File: src/rtl/i2s_rx_pkg.sv
// Shared types and constants for the stereo I2S / left-justified receiver.
package i2s_rx_pkg;

  typedef enum logic [1:0] {
    IDLE  = 2'd0,
    DELAY = 2'd1,
    SHIFT = 2'd2,
    HOLD  = 2'd3
  } rx_state_e;

  localparam logic MODE_I2S = 1'b0;
  localparam logic MODE_LJ  = 1'b1;
  localparam logic CH_LEFT  = 1'b0;
  localparam logic CH_RIGHT = 1'b1;

endpackage

File: src/rtl/i2s_rx_shift.sv
// Serial-in word assembler: MSB-first shift register with a sample counter.
// done marks the shift that completes a DATA_W-bit word; word is that word.
module i2s_rx_shift #(
  parameter int DATA_W = 24,
  parameter int CNT_W  = 6
) (
  input  logic              bclk,
  input  logic              rst,
  input  logic              load,
  input  logic              load_bit,
  input  logic              shift,
  input  logic              din,
  output logic [DATA_W-1:0] word,
  output logic              done
);

  logic [DATA_W-2:0] sr;
  logic [CNT_W-1:0]  bit_cnt;

  assign word = {sr, din};
  assign done = shift && (bit_cnt == CNT_W'(DATA_W - 1));

  // load restarts the count; in left-justified mode the MSB is taken on the load edge
  always_ff @(posedge bclk) begin
    if (rst) begin
      sr      <= '0;
      bit_cnt <= '0;
    end else if (load) begin
      bit_cnt <= load_bit ? CNT_W'(1) : '0;
      if (load_bit) sr <= word[DATA_W-2:0];
    end else if (shift) begin
      sr      <= word[DATA_W-2:0];
      bit_cnt <= bit_cnt + CNT_W'(1);
    end
  end

endmodule

File: src/rtl/i2s_rx_stereo.sv
// Stereo serial audio receiver (I2S or left-justified) in the bclk domain.
// Define I2S_RX_SLOT_CHK_EN to enable the short_err slot-length strobe.
//
// state | meaning
// IDLE  | after reset, waiting for the first lrc edge
// DELAY | I2S slot started; the one-bit delay was the slot-start edge, MSB next
// SHIFT | sampling data bits into the word
// HOLD  | word complete; remaining slot bits ignored
module i2s_rx_stereo
  import i2s_rx_pkg::*;
#(
  parameter int DATA_W = 24,
  parameter int CNT_W  = 6
) (
  input  logic              bclk,
  input  logic              rst,
  input  logic              lrc,
  input  logic              adc_din,
  input  logic              mode,
  output logic [DATA_W-1:0] ch_data,
  output logic              ch_id,
  output logic              ch_valid,
  output logic [DATA_W-1:0] left_data,
  output logic [DATA_W-1:0] right_data,
  output logic              frame_valid,
  output logic              short_err
);

  rx_state_e         state, state_n;
  logic              lrc_q;
  logic              slot_start;
  logic              slot_ch;
  logic              left_done;
  logic              load, load_bit, shift_en, short_det;
  logic              done;
  logic [DATA_W-1:0] word;

  assign slot_start = (lrc != lrc_q);

  i2s_rx_shift #(
    .DATA_W(DATA_W),
    .CNT_W (CNT_W)
  ) u_shift (
    .bclk    (bclk),
    .rst     (rst),
    .load    (load),
    .load_bit(load_bit),
    .shift   (shift_en),
    .din     (adc_din),
    .word    (word),
    .done    (done)
  );

  always_ff @(posedge bclk) begin
    if (rst) state <= IDLE;
    else     state <= state_n;
  end

  // A slot edge always wins, so an LSB landing on the next slot's first edge counts as short
  always_comb begin
    state_n   = state;
    load      = 1'b0;
    load_bit  = 1'b0;
    shift_en  = 1'b0;
    short_det = 1'b0;
    if (slot_start) begin
      load      = 1'b1;
      short_det = (state == DELAY) || (state == SHIFT);
      if (mode == MODE_LJ) begin
        load_bit = 1'b1;
        state_n  = SHIFT;
      end else begin
        state_n  = DELAY;
      end
    end else begin
      case (state)
        DELAY: begin
          shift_en = 1'b1;
          state_n  = SHIFT;
        end
        SHIFT: begin
          shift_en = 1'b1;
          if (done) state_n = HOLD;
        end
        default: state_n = state;
      endcase
    end
  end

  always_ff @(posedge bclk) begin
    if (rst) begin
      lrc_q       <= 1'b0;
      slot_ch     <= CH_LEFT;
      left_done   <= 1'b0;
      ch_data     <= '0;
      ch_id       <= CH_LEFT;
      ch_valid    <= 1'b0;
      left_data   <= '0;
      right_data  <= '0;
      frame_valid <= 1'b0;
    end else begin
      lrc_q       <= lrc;
      ch_valid    <= 1'b0;
      frame_valid <= 1'b0;
      if (slot_start) slot_ch <= lrc;
      if (short_det) left_done <= 1'b0;
      if (done) begin
        ch_data  <= word;
        ch_id    <= slot_ch;
        ch_valid <= 1'b1;
        if (slot_ch == CH_LEFT) begin
          left_data <= word;
          left_done <= 1'b1;
        end else begin
          right_data  <= word;
          frame_valid <= left_done;
          left_done   <= 1'b0;
        end
      end
    end
  end

`ifdef I2S_RX_SLOT_CHK_EN
  always_ff @(posedge bclk) begin
    if (rst) short_err <= 1'b0;
    else     short_err <= short_det && !short_err;
  end
`else
  assign short_err = 1'b0;
`endif

endmodule

File: config.mk
export PLATFORM = sky130hd
export DESIGN_NAME = i2s_rx_stereo
export DESIGN_NICKNAME = d
export VERILOG_FILES = /design/src/rtl/i2s_rx_pkg.sv /design/src/rtl/i2s_rx_shift.sv /design/src/rtl/i2s_rx_stereo.sv
export SDC_FILE = /design/constraint.sdc
export NUM_CORES = 1
export LEC_CHECK = 0
export BUFFER_PORTS_ARGS = -buffer_cell sky130_fd_sc_hd__buf_2
export CORE_ASPECT_RATIO = 0.5
export CORE_MARGIN = 2
export CORE_UTILIZATION = 35
export CTS_CLUSTER_SIZE = 12
export DETAILED_ROUTE_END_ITERATION = 16
export GPL_ROUTABILITY_DRIVEN = 0
export GPL_TIMING_DRIVEN = 0
export PLACE_DENSITY = 0.6
export RECOVER_POWER = 100
export SYNTH_ARGS = -nofsm -noshare
export SYNTH_HDL_FRONTEND = slang
export SYNTH_SLANG_ARGS = --single-unit
export TNS_END_PERCENT = 100
File: constraint.sdc
create_clock -name bclk -period 1.8 [get_ports bclk]
set_input_delay 0.09 -clock bclk [delete_from_list [all_inputs] [get_ports bclk]]
set_output_delay 0.09 -clock bclk [all_outputs]
set_load 0.02 [all_outputs]
==> After elaboration in Yosys (flattened, before gate mapping) <==
Index checks and enable logic that the tools add are counted.
{ "op_classes": {"add_sub_neg": 1, "eq_ne": 6, "mux": 20, "bitwise_logic": 2, "n_reduce_logical": 11} }
{ "ops": {"columns": ["cell", "count"], "rows": [
  ["$mux 23", 3],
  ["$mux 6", 2],
  ["$mux 1", 11],
  ["$reduce_and 2->1", 4],
  ["$add 6x1->6 const B", 1],
  ["$eq 6x5->1 const B", 1],
  ["$mux 2", 3],
  ["$pmux 2 s2", 1],
  ["$reduce_bool 2->1", 2],
  ["$ne 3x3->1 const B", 1],
  ["$reduce_bool 3->1", 1],
  ["$reduce_or 3->1", 1],
  ["$eq 2x1->1 const B", 1],
  ["$eq 2x2->1 const B", 1],
  ["$ne 2x1->1 const B", 1],
  ["$not 1->1", 2],
  ["$reduce_or 2->1", 1],
  ["$logic_and 1x1->1", 1],
  ["$logic_or 1x1->1", 1],
  ["$ne 1x1->1", 1]
]} }
{ "word_totals": {"ff_bits": 109, "output_inout_bits": 76} }

==> Depth between registers and ports, before layout <==
{ "logic_depth": {"depth_word": 8, "ltp_mapped": 8, "ltp_nobuf": 5} }

==> Hierarchy <==
A second synthesis with hierarchy kept.
{ "hier_totals": {"cells_unflattened": 458, "hier_area_um2": 4026.4} }
{ "by_module_without_submodules": {"columns": ["module", "instances", "cells_each", "area_each_um2", "seq_area_each_um2"], "rows": [
  ["i2s_rx_stereo", 1, 327, 2865.2, 1601.5],
  ["i2s_rx_shift", 1, 131, 1161.1, 580.6]
]} }

==> Worst setup path after synthesis <==
Ideal clock, no wire load.
{ "synth_timing": {"path_type": "register to register", "from": "register state[0]", "to": "register ch_data[0]", "setup_ns": 0.116, "t_arrival_ns": 1.769, "required_time_ns": 1.684, "path_slack_ns": -0.085, "path_stages_with_launch": 9, "cell_sequence": "dfxtp_1 inv_1 ha_1 buf_2 and3b_1 buf_2 nand3_1 buf_2 a31o_2"} }
{ "synth_via": {"elab_chain_cells": 5, "word_cells_on_any_way": 6, "cone_classes": "2 x eq/ne; 2 x mux; 2 x reduce/logical"} }
{ "synth_lines": {"columns": ["item", "line", "text"], "rows": [
  ["start: declaration", "i2s_rx_stereo.sv:29", "rx_state_e state, state_n;"],
  ["start signal: assignment", "i2s_rx_stereo.sv:56", "else state <= state_n;"],
  ["$eq 2x1->1 or $eq 2x2->1 (tied branches)", "i2s_rx_stereo.sv:76", "case (state)"],
  ["$reduce_or 2->1 (no source line) (*)", null, null],
  ["$mux 1 (*)", "i2s_rx_stereo.sv:76", null],
  ["$mux 1 (*)", "i2s_rx_stereo.sv:66", "if (slot_start) begin"],
  ["$logic_and 1x1->1 (*)", "i2s_rx_shift.sv:21", "assign done = shift && (bit_cnt == CNT_W'(DATA_W - 1));"],
  ["end signal: assignment", "i2s_rx_stereo.sv:108", "ch_data <= word;"],
  ["end: declaration", "i2s_rx_stereo.sv:20", "output logic [DATA_W-1:0] ch_data,"]
]} }
Every way passes the cells marked *; elsewhere a longest branch is shown, timed or not.
A chain may end at the register's enable or synchronous reset.

==> Final worst setup path <==
{ "layout_timing": {"from": "register lrc_q", "to": "register ch_data[2]"} }
{ "layout_via": {"elab_chain_cells": 3} }
{ "layout_lines": {"columns": ["item", "line", "text"], "rows": [
  ["start: declaration", "i2s_rx_stereo.sv:30", "logic lrc_q;"],
  ["start signal: assignment", "i2s_rx_stereo.sv:102", "lrc_q <= lrc;"],
  ["$ne 1x1->1", "i2s_rx_stereo.sv:38", "assign slot_start = (lrc != lrc_q);"],
  ["$mux 1", "i2s_rx_stereo.sv:66", null],
  ["$logic_and 1x1->1", "i2s_rx_shift.sv:21", null]
]} }
No other way between the ends.

==> report_table.html <==
<table>
<tr><th>Metric</th><th>Value</th></tr>
<tr><th colspan="2">Worst setup path</th></tr>
<tr><td>Worst path max stage delay</td><td>around 0.54 ns</td></tr>
<tr><td>Largest fanout of any net on the critical path</td><td>10</td></tr>
<tr><td>Critical path class</td><td>flop to flop</td></tr>
<tr><td>Crit path launch type</td><td>flop</td></tr>
<tr><td>Critical Path Sink Type</td><td>flop</td></tr>
<tr><td>Worst path required time</td><td>2.04 ns</td></tr>
<tr><td>CP Data Arrival Time</td><td>1.99 ns</td></tr>
<tr><td>Cell with the largest stage delay on the worst path</td><td>dfxtp_1</td></tr>
<tr><td>Critical Path, Cell by Cell</td><td>xnor2_4 -&gt; clkbuf_2 -&gt; nand3_4 -&gt; clkbuf_2 -&gt; a31o_2</td></tr>
<tr><td>Most frequent cell on the critical path</td><td>clkbuf_2</td></tr>
<tr><th colspan="2">Finish</th></tr>
<tr><td>Area delta synth-&gt;final</td><td>23.58%</td></tr>
<tr><td>Post-route insts no fill</td><td>655</td></tr>
<tr><td>Ant. Diodes</td><td>0</td></tr>
<tr><td>Post-layout net count</td><td>495</td></tr>
<tr><td>Share of final-layout standard cells stronger than drive strength 1</td><td>between 10% and 20%</td></tr>
<tr><td>Filler cell count in the final layout</td><td>1182</td></tr>
<tr><th colspan="2">Pwr</th></tr>
<tr><td>Static leakage</td><td>2.092 nW</td></tr>
<tr><td>Post-layout power</td><td>4.772 mW</td></tr>
<tr><td>Worst voltage drop across the vdd grid</td><td>431.8 µV</td></tr>
<tr><td>Power density normalized to cell area</td><td>916.6 nW/µm²</td></tr>
<tr><th colspan="2">Global routing</th></tr>
<tr><td>Via count of the first global-routing pass</td><td>roughly 3000</td></tr>
<tr><td>Overflow after GRT</td><td>0</td></tr>
<tr><td>Wire length of the first global-routing pass</td><td>about 16000 µm</td></tr>
<tr><td>Maximum number of pins on one net before global-route repair</td><td>16</td></tr>
<tr><td>Number of antenna violations at the first check in global routing</td><td>0</td></tr>
<tr><td>Global routing usage summed across all routing layers</td><td>16.32%</td></tr>
<tr><th colspan="2">Timing</th></tr>
<tr><td>Highest clock rate</td><td>572.7 MHz</td></tr>
<tr><td>Period Utilization, post-route</td><td>97.01%</td></tr>
<tr><td>Worst clock skew</td><td>0.01058 ns</td></tr>
<tr><td>Setup repair after global routing missed its margin</td><td>true</td></tr>
<tr><td>Actual transition at the worst max-transition pin</td><td>roughly 0.57 ns</td></tr>
<tr><td>Max-slew violations</td><td>0</td></tr>
<tr><td>Min Tclk post-route</td><td>1.746 ns</td></tr>
<tr><td>Number of failing hold endpoints at the final stage</td><td>0</td></tr>
<tr><td>Max transition margin</td><td>62.02%</td></tr>
<tr><td>Final setup vio count</td><td>0</td></tr>
<tr><th colspan="2">Placed design</th></tr>
<tr><td>Inst Count DP</td><td>630</td></tr>
<tr><td>Input/output buffers</td><td>about 80</td></tr>
<tr><td>Detailed-placement wirelength estimate</td><td>6959 µm</td></tr>
<tr><th colspan="2">Clocking</th></tr>
<tr><td>Worst-path clk slew</td><td>0.07 ns</td></tr>
<tr><td>Post-cts hold buffer count</td><td>0</td></tr>
<tr><td>Clk Latency, worst-skew pair</td><td>0.35 ns</td></tr>
<tr><td>Max clock buf depth</td><td>2</td></tr>
<tr><td>Master cell of the clock root buffer</td><td>clkbuf_16</td></tr>
<tr><td>Number of clock buffers inserted by TritonCTS</td><td>9</td></tr>
<tr><td>H-tree Lvls</td><td>3</td></tr>
<tr><td>Number of clock sinks seen by CTS</td><td>109</td></tr>
<tr><td>CTS tree</td><td>built</td></tr>
<tr><th colspan="2">Flow run</th></tr>
<tr><td>Maximum Capacitance Violations</td><td>0</td></tr>
<tr><th colspan="2">Logic synthesis</th></tr>
<tr><td>Sequential-to-total area share from yosys stat</td><td>51.80%</td></tr>
<tr><td>Number of synthesized register bits</td><td>109</td></tr>
<tr><td>Count leader, synth</td><td>dfxtp_1</td></tr>
<tr><td>Post-synth top area cell</td><td>dfxtp_1</td></tr>
<tr><td>Share of the synthesized area in the top cell type</td><td>between 50% and 60%</td></tr>
<tr><td>Yosys cell types</td><td>42</td></tr>
<tr><td>Number of enable flip-flop cells after synthesis</td><td>0</td></tr>
<tr><td>Post-synth top cells</td><td>dfxtp_1, mux2i_1, nand2_1</td></tr>
<tr><td>Async set or reset register ratio after synthesis</td><td>0%</td></tr>
<tr><td>Net Count, Synth</td><td>394</td></tr>
<tr><td>Gate count after technology mapping</td><td>386</td></tr>
<tr><td>Synth warn</td><td>0</td></tr>
<tr><td>Cell area after synthesis</td><td>4213 µm²</td></tr>
<tr><td>Synth area leaders</td><td>dfxtp_1, mux2i_1, nand2_1</td></tr>
<tr><td>Mapped Avg Cell Area</td><td>10.91 µm²</td></tr>
<tr><td>Dominant synthesized flop cell</td><td>dfxtp_1</td></tr>
<tr><th colspan="2">Floorplanning</th></tr>
<tr><td>Placeable core region</td><td>11770 µm²</td></tr>
<tr><td>Die ar.</td><td>12980 µm²</td></tr>
<tr><td>FP Rows</td><td>28</td></tr>
<tr><td>Initial Utilization</td><td>35.79%</td></tr>
<tr><td>Die X</td><td>between 150 and 200 µm</td></tr>
<tr><td>Num ports</td><td>81</td></tr>
<tr><td>Die Ht</td><td>roughly 82 µm</td></tr>
<tr><th colspan="2">Detailed routing</th></tr>
<tr><td>Wire length after detailed routing</td><td>just over 10000 µm</td></tr>
<tr><td>DR DRC count</td><td>0</td></tr>
<tr><td>Antenna-violating nets left</td><td>0</td></tr>
<tr><td>DR vias</td><td>approximately 3200</td></tr>
<tr><td>TritonRoute pass-1 iters</td><td>4</td></tr>
<tr><td>Count of routing violations after the opening detailed-route iteration</td><td>109</td></tr>
<tr><td>Vias per cell</td><td>a little under 5</td></tr>
<tr><td>Routed length per instance</td><td>between 15 and 20 µm</td></tr>
<tr><th colspan="2">Worst hold path</th></tr>
<tr><td>Classification of the worst-slack hold path</td><td>primary input to flop</td></tr>
<tr><th colspan="2">Run status</th></tr>
<tr><td>Run status</td><td>complete, no violations</td></tr>
</table>
-- state kept, by name, indices dropped and copies added (netlist names) --
register,cells
frame_valid,1
left_done,1
ch_id,1
lrc_q,1
right_data,24
u_shift.sr,23
ch_valid,1
state,2
ch_data,24
left_data,24
u_shift.bit_cnt,6
slot_ch,1
-- cell families after synthesis --
group	share of synthesized area, %
simple gates	15.65
flops	51.80
mux	17.64
buf+inv	4.990
compound gates	7.039
xor+xnor	1.664
fa+ha+maj	1.129
other cells	0.08901
-- timing repair --
action / in CTS / in global routing
cloned: 2 / 0
gates resized for setup: 26 / 10
hold endpoints to repair: 0 / 0
setup endpoints to repair: 73 / 49
pin swaps: 5 / 1
buffers inserted: 10 / 1
-- power by group --
part	internal (mW)	leakage, nW	switching, mW
logic	0.163	1.07	0.201
registers	2.43	0.880	0.0173
clock network	1.10	0.139	0.860
-- final timing paths --
check,start,endpoint,slack [ns],cells after the start
max,lrc_q,ch_data[2],0.05,5
min,mode,state[1],0.07,2
max reg2reg,lrc_q,ch_data[2],0.05,5
min reg2reg,left_data[8],left_data[8],0.46,2
-- cell type report --
type | count | area (µm²) | area share [%]
Sequential cell | 109 | 2185 | 41.96
Multi-Input combinational cell | 240 | 1924 | 36.96
Timing Repair Buffer | 92 | 386.6 | 7.426
Clock buffer | 12 | 246.5 | 4.734
Tap cell | 165 | 206.4 | 3.965
Buffer | 28 | 196.4 | 3.773
Clock inverter | 2 | 35.03 | 0.6729
Inverter | 7 | 26.28 | 0.5047
-- metal layers --
layer	global-route usage, %	wire length [µm]	part of all wire (%)	vias to the layer above
li1	-	-	-	1569
met1	21.17	5249	51	1542
met4	6.000	151	1.5	0
met3	5.101	462	4.5	14
met2	26.00	4494	43	48
met5	0	0	0	-
-- worst max-delay path: cells and delay by family, from the launching register on --
kind / cells / cell delay, ns
buf+inv: 2 / 0.49
xor+xnor: 1 / 0.18
compound gates: 1 / 0.28
simple gates: 1 / 0.12
flops: 1 / 0.54
-- through the flow --
step	cell area, µm²	setup WS (ns)	hold WS [ns]	util [%]	TNS (ns)
finish	5206	0.05379	0.06741	44.23	0
global route	5206	-0.01645	0.07232	44.23	-0.06222
CTS	5333	0.001368	0.04931	45.30	0
detailed placement	4836	-0.2516	0.4256	41.08	-12.03
global placement	4836	-0.2408	0.4240	41.08	-12.69
floorplan	4234	-0.02552	0.2281	-	-0.3363
-- placed cells by master, fill, tap and decap left out, types with 2 or more instances in the layout --
| cell | count |
|---|---|
| or3_1 | 2 |
| a31o_2 | 18 |
| inv_1 | 6 |
| nor4_1 | 16 |
| nor2_1 | 7 |
| dfxtp_2 | 2 |
| nor3_1 | 2 |
| nor4_2 | 7 |
| a31o_1 | 6 |
| clkbuf_1 | 91 |
| buf_6 | 7 |
| clkbuf_4 | 3 |
| a21oi_1 | 4 |
| o21ai_0 | 2 |
| nand2_1 | 51 |
| buf_4 | 9 |
| ha_1 | 2 |
| clkbuf_16 | 9 |
| nand2b_1 | 24 |
| mux2i_1 | 72 |
| buf_8 | 2 |
| dfxtp_1 | 107 |
| nor2b_1 | 2 |
| buf_2 | 5 |
| xor2_1 | 2 |
| nor4_4 | 2 |
| clkbuf_2 | 5 |
Note: power is estimated with default switching activity, not from simulation.
